## src/rtl/counter_updown_param.sv

```systemverilog
// ----------------------------------------------------------------------------
// counter_updown_param
//   Parametrised up/down event/timebase counter with programmable terminal
//   value (limit), wrap or saturate behaviour, count enable, registered
//   terminal-count pulse and sticky overflow flag.
//
// Parameters
//   WIDTH     counter width in bits (>= 2)
//   STEP      increment/decrement magnitude per enabled cycle
//   SATURATE  0 = wrap within 0..limit, 1 = saturate at 0 / limit
//
// Ports
//   clk     in   rising-edge clock
//   rst_n   in   asynchronous active-low reset
//   en      in   count enable, one step per cycle while high
//   mode    in   1 = count up, 0 = count down
//   ld      in   synchronous load of min(d_in, limit)   (highest priority)
//   clr     in   synchronous clear of count and ovf
//   d_in    in   load value
//   limit   in   terminal value, legal count range 0..limit
//   count   out  registered counter value
//   tc      out  registered one-cycle pulse on a wrap/saturation event
//   ovf     out  sticky overflow, set with tc, cleared by clr or reset
//   zero    out  combinational count == 0
//   at_max  out  combinational count == limit
// ----------------------------------------------------------------------------
module counter_updown_param #(
    parameter int WIDTH    = 8,
    parameter int STEP     = 1,
    parameter int SATURATE = 0
) (
    input  logic             clk,
    input  logic             rst_n,
    input  logic             en,
    input  logic             mode,
    input  logic             ld,
    input  logic             clr,
    input  logic [WIDTH-1:0] d_in,
    input  logic [WIDTH-1:0] limit,
    output logic [WIDTH-1:0] count,
    output logic             tc,
    output logic             ovf,
    output logic             zero,
    output logic             at_max
);

    localparam logic [WIDTH:0] LP_STEP = (WIDTH+1)'(STEP);

    logic [WIDTH-1:0] r_count;
    logic             r_tc;
    logic             r_ovf;

    // All boundary arithmetic is one bit wider than the counter so that
    // count+STEP and limit+1 never lose their carry.
    logic [WIDTH:0]   w_cnt_x;
    logic [WIDTH:0]   w_lim_x;
    logic [WIDTH:0]   w_lim_p1;
    logic [WIDTH:0]   w_up;
    logic             w_illegal;
    logic             w_up_bnd;
    logic             w_dn_bnd;
    logic [WIDTH-1:0] w_ld_val;
    logic [WIDTH-1:0] w_nxt_cnt;
    logic             w_bnd;

    assign w_cnt_x   = {1'b0, r_count};
    assign w_lim_x   = {1'b0, limit};
    assign w_lim_p1  = w_lim_x + 1'b1;
    assign w_up      = w_cnt_x + LP_STEP;
    assign w_illegal = (w_lim_p1 < LP_STEP);
    // A count above a lowered limit also trips the up boundary here.
    assign w_up_bnd  = (w_up > w_lim_x);
    assign w_dn_bnd  = (w_cnt_x < LP_STEP);
    assign w_ld_val  = (d_in > limit) ? limit : d_in;

    // Next count for an enabled step. With a legal limit (STEP <= limit+1)
    // both wrap results fit in WIDTH bits, so the casts drop only zeros.
    always_comb begin
        w_nxt_cnt = r_count;
        w_bnd     = 1'b0;
        if (!w_illegal) begin
            if (mode) begin
                if (w_up_bnd) begin
                    w_bnd     = 1'b1;
                    w_nxt_cnt = (SATURATE != 0) ? limit : WIDTH'(w_up - w_lim_p1);
                end else begin
                    w_nxt_cnt = WIDTH'(w_up);
                end
            end else begin
                if (w_dn_bnd) begin
                    w_bnd     = 1'b1;
                    w_nxt_cnt = (SATURATE != 0) ? '0
                                                : WIDTH'(w_cnt_x + w_lim_p1 - LP_STEP);
                end else begin
                    w_nxt_cnt = WIDTH'(w_cnt_x - LP_STEP);
                end
            end
        end
    end

    always_ff @(posedge clk or negedge rst_n) begin
        if (!rst_n) begin
            r_count <= '0;
            r_tc    <= 1'b0;
            r_ovf   <= 1'b0;
        end else if (ld) begin
            r_count <= w_ld_val;
            r_tc    <= 1'b0;
        end else if (clr) begin
            r_count <= '0;
            r_tc    <= 1'b0;
            r_ovf   <= 1'b0;
        end else if (en) begin
            r_count <= w_nxt_cnt;
            r_tc    <= w_bnd;
            if (w_bnd) begin
                r_ovf <= 1'b1;
            end
        end else begin
            r_tc    <= 1'b0;
        end
    end

    assign count  = r_count;
    assign tc     = r_tc;
    assign ovf    = r_ovf;
    assign zero   = (r_count == '0);
    assign at_max = (r_count == limit);

endmodule

```

## config.mk

```make
export PLATFORM = sky130hd
export DESIGN_NAME = counter_updown_param
export DESIGN_NICKNAME = d
export VERILOG_FILES = /design/src/rtl/counter_updown_param.sv
export SDC_FILE = /design/constraint.sdc
export NUM_CORES = 1
export LEC_CHECK = 0
export ABC_AREA = 1
export CAP_MARGIN = 0
export CORE_ASPECT_RATIO = 0.5
export CORE_MARGIN = 2
export CORE_UTILIZATION = 62
export DETAILED_ROUTE_END_ITERATION = 7
export PLACE_DENSITY = 0.94
export SLEW_MARGIN = 30
export SYNTH_ARGS = -nofsm -noshare
export SYNTH_HDL_FRONTEND = slang
export SYNTH_SLANG_ARGS = --single-unit
```

## constraint.sdc

```tcl
create_clock -name clk -period 5.96 [get_ports clk]
set_clock_uncertainty 0.2 [all_clocks]
set_input_delay 1.788 -clock clk [delete_from_list [all_inputs] [get_ports clk]]
set_output_delay 1.788 -clock clk [all_outputs]
set_load 0.01 [all_outputs]
```

-- Yosys cells after proc, flatten, opt, wreduce, memory -nomap -nowiden
Index checks and enable logic that the tools add are counted.
- equal/unequal tests: 2
- order comparisons: 4
- multiplexer cells: 18
- $add $sub $neg: 6
- reductions and logical operators: 6
- bitwise gates (word level): 1
- operators by type and width (operator ; count):
    $mux W8 ; 8
    $add A8 B1 Y9 const B ; 2
    $sub A8 B1 Y8 const B ; 2
    $mux W1 ; 10
    $gt A9 B8 Y1 ; 1
    $lt A9 B1 Y1 const B ; 1
    $add A8 B8 Y8 ; 1
    $eq A8 B8 Y1 ; 1
    $gt A8 B8 Y1 ; 1
    $logic_not A8 Y1 ; 1
    $lt A8 B1 Y1 const B ; 1
    $sub A8 B8 Y8 ; 1
    $reduce_bool A2 Y1 ; 2
    $ne A3 B3 Y1 const B ; 1
    $reduce_and A3 Y1 ; 1
    $reduce_bool A3 Y1 ; 1
    $reduce_and A2 Y1 ; 1
    $not A1 Y1 ; 1
- word-level logic and storage cells: 40
- bits in registers: 10

-- Longest topological paths before layout
- word-level depth: 9
- mapped depth: 20

-- Worst setup path before layout
No wires, ideal clock.
- path type: input to output
- start: input limit[0]
- end: output at_max
- path slack: 1.089 ns
- stages: 5
- data arrival time: 2.883 ns
- buffers on the path: 0
- cell sequence: inv_1 ha_1 o21ai_0 nor4_1 nor4b_1
- cells in the longest elaborated chain, start to end: 1
- ends and longest elaborated chain (what ; line ; text):
    start: declaration ; 39 ; input logic [WIDTH-1:0] limit,
    $eq A8 B8 Y1 ; 128 ; assign at_max = (r_count == limit);
    end: declaration ; 44 ; output logic at_max
No other way between the ends.

-- Worst setup path after layout
Same ends and word-level chain as after synthesis.

==> reports/results.tsv <==
metric	value	unit
status	finished clean	
area_delta_synth_final	17.0	%
clock-root-buffer	clkbuf_8	
drt_iter0_drc	387	
synth_area	2630	um^2
crit_chain	clkdlybuf4s50_1 -> inv_1 -> ha_1 -> o21ai_0 -> nor4_1 -> nor4b_2 -> clkdlybuf4s50_1	
p_int	0.339	mW
dieWidth	96.2	um
synth-main-ff-cell	dfrtp_1	
min_to	ovf	
antenna_found_initial	0	
wl	8730	um
maxSlewHeadroom	58.7	%
yosysUniqueCellTypes	34	
drc	0	
leakagePower	1.69	nW
startpoint_type	input pin	
nets	548	
via_count	3110	
dr.pass1.iters	7	
overflow	0	
synth.most_common_cell	nand2_1	
p_sw	0.383	mW
place.gp.congestion	1.06	
post_drt_via_cell_ratio	5.79	
final_util	77.3	%
powerDensity	234	nW/um^2
portBuffers	33	
clock_path_buffers	2	
syn_nets	514	
rows	16	
die_h	50.1	um
swShare	53.0	%
core_region_area	3980	um^2
synth_area_leaders	ha_1 (19%), nand2_1 (18%), inv_1 (11%), dfrtp_1 (9.5%), nand3_1 (8.6%)	
yosysSeqAreaShare	9.51	%
ys_warn_count	0	
pin_count	34	
cpMostUsedCell	clkdlybuf4s50_1	
dp_cells	533	
synth.largest_area_cell	ha_1	
combinationalPowerShare	72.8	%
regToRegSetupSlack	2.35	ns
h-tree-depth	1	
yosysTopAreaCellShare	19.0	%
crit_fanout	3	
r2r_end	count[4]	
pwr-share-seq	15.1	%
grt_pass1_vias	2828	
synth_common_cells	nand2_1 (129), inv_1 (77), nand3_1 (45)	
synth-seq-cells	10	
cpPeakStageDelay	0.59	ns
holdPathStages	2	
slew_viol_final	0	
hpwl	7070	um
drive_gt1_share	6.42	%
critical_path_class	in2out	
setup_violations	0	
antenna_left	0	
grt_pass1_wl	13800	um
r2r_cells	16	
critPathSlowestCell	clkdlybuf4s50_1	
ir_drop	0.175	mV
hold_slack	0.329	ns
fin_cells	537	
hold_path_startpoint	ovf	
fmax	169	MHz
drv_cap	0	
initial_utilization	66.1	%
post_drt_wl_per_cell	16.3	um
min_period	5.92	ns
postSynthAreaPerCell	5.85	um^2
cts_tree	yes	
worstPathRequired	3.97	ns
synthesis.instances	450	
clk_latency	0.24	ns
grt_use_total	38.5	%
synth-edff-count	0	
cts_buffers	3	
worst_ep_arrival_time	3.93	ns
postSynth.asyncResetShare	100	%
grt_max_degree	17	
hold_path.class	reg2reg	
crit_path_end_kind	output pin	
clkSinkCount	10	
clkPwrFrac	12.1	%
min_period_over_period	99.4	%
r2r_start	count[2]	
antenna_cells	0	
die_area	4810	um^2
hold_viol	0	
tightest_slew	0.615	ns
clk_pin_slew	0.05	ns
==> metrics by stage <==
step                      setup WS (ns)  cell area (um^2)  TNS, ns  total power, mW
after CTS                         0.127              3070        0            0.702
final                            0.0373              3080        0            0.722
after detailed placement          0.124              3020        0            0.611
after floorplan                    1.09              2630        0            0.458
after global placement            0.112              3020        0            0.600
after global routing            -0.0301              3080  -0.0301            0.793
==> repair_timing <==
item,CTS,global route
hold endpoints to repair,0,0
buffers inserted,0,0
endpoints found under the setup margin,0,1
hold buffers,0,0
gates resized for setup,0,1
==> metal layers <==
metal	track usage, %	routed length (um)
met2	54.6	3400
met4	11.4	245
met3	13.9	1390
met1	53.8	3700
met5	0	0
==> power by group through the flow <==
stage                     logic [mW]  clock network [mW]  registers [mW]
after global routing           0.589              0.0937           0.110
after CTS                      0.506              0.0882           0.107
final                          0.525              0.0876           0.109
after floorplan                0.363                   0          0.0949
after global placement         0.491                   0           0.109
after detailed placement       0.502                   0           0.108
==> cells by family after synthesis <==
kind of cell,Yosys count,share of synthesized area (%)
compound gates,55,11.3
xor+xnor,19,6.61
fa+ha+maj,42,20.5
buf+inv,90,13.3
flops,10,9.51
simple gates,234,38.8
==> worst max-delay path by stage <==
stage	start	endpoint	slack (ns)
finish	limit[0]	at_max	0.04
global route	limit[0]	at_max	-0.03
CTS	limit[0]	at_max	0.13
detailed placement	limit[0]	at_max	0.12
global placement	limit[0]	at_max	0.11
floorplan	limit[0]	at_max	1.09
==> state kept, by name (all words and copies together), names as in the netlist <==
register  flops
tc            1
ovf           1
count         8
==> critical path, delay by kind of cell <==
kind                     cells  cell delay, ns
AO/OA/AOI/OAI                1            0.09
buffers and inverters        3            1.13
adder cells (fa/ha/maj)      1            0.31
AND/OR/NAND/NOR              2            0.62
==> placed cells by master (no fill, tap or decap), types with 2 or more instances in the layout <==
master,synthesis,layout
o21ai_1,5,5
o21ai_0,13,13
xnor2_1,6,6
fa_1,2,2
nand3_2,2,2
nor2_1,29,29
clkbuf_8,0,4
inv_2,4,4
or2_2,2,2
ha_1,40,40
nor2_2,5,5
a21oi_1,29,29
o21a_1,2,2
o21bai_1,2,2
nand4_1,6,6
buf_4,0,4
nand2_1,129,129
nand3_1,45,45
xor2_1,12,12
nor3_1,6,6
clkdlybuf4s50_1,0,33
dfrtp_1,10,10
nand3b_1,2,2
inv_1,77,77
nand2_2,5,5
==> cell type report <==
class | count | area [um^2]
clock buffer | 4 | 55.1
sequential | 10 | 250
tap | 54 | 67.6
fill | 342 | 903
inverter | 82 | 308
multi-input combinational | 350 | 2040
timing repair buffer | 37 | 360
Note: power is estimated with default switching activity, not from simulation.
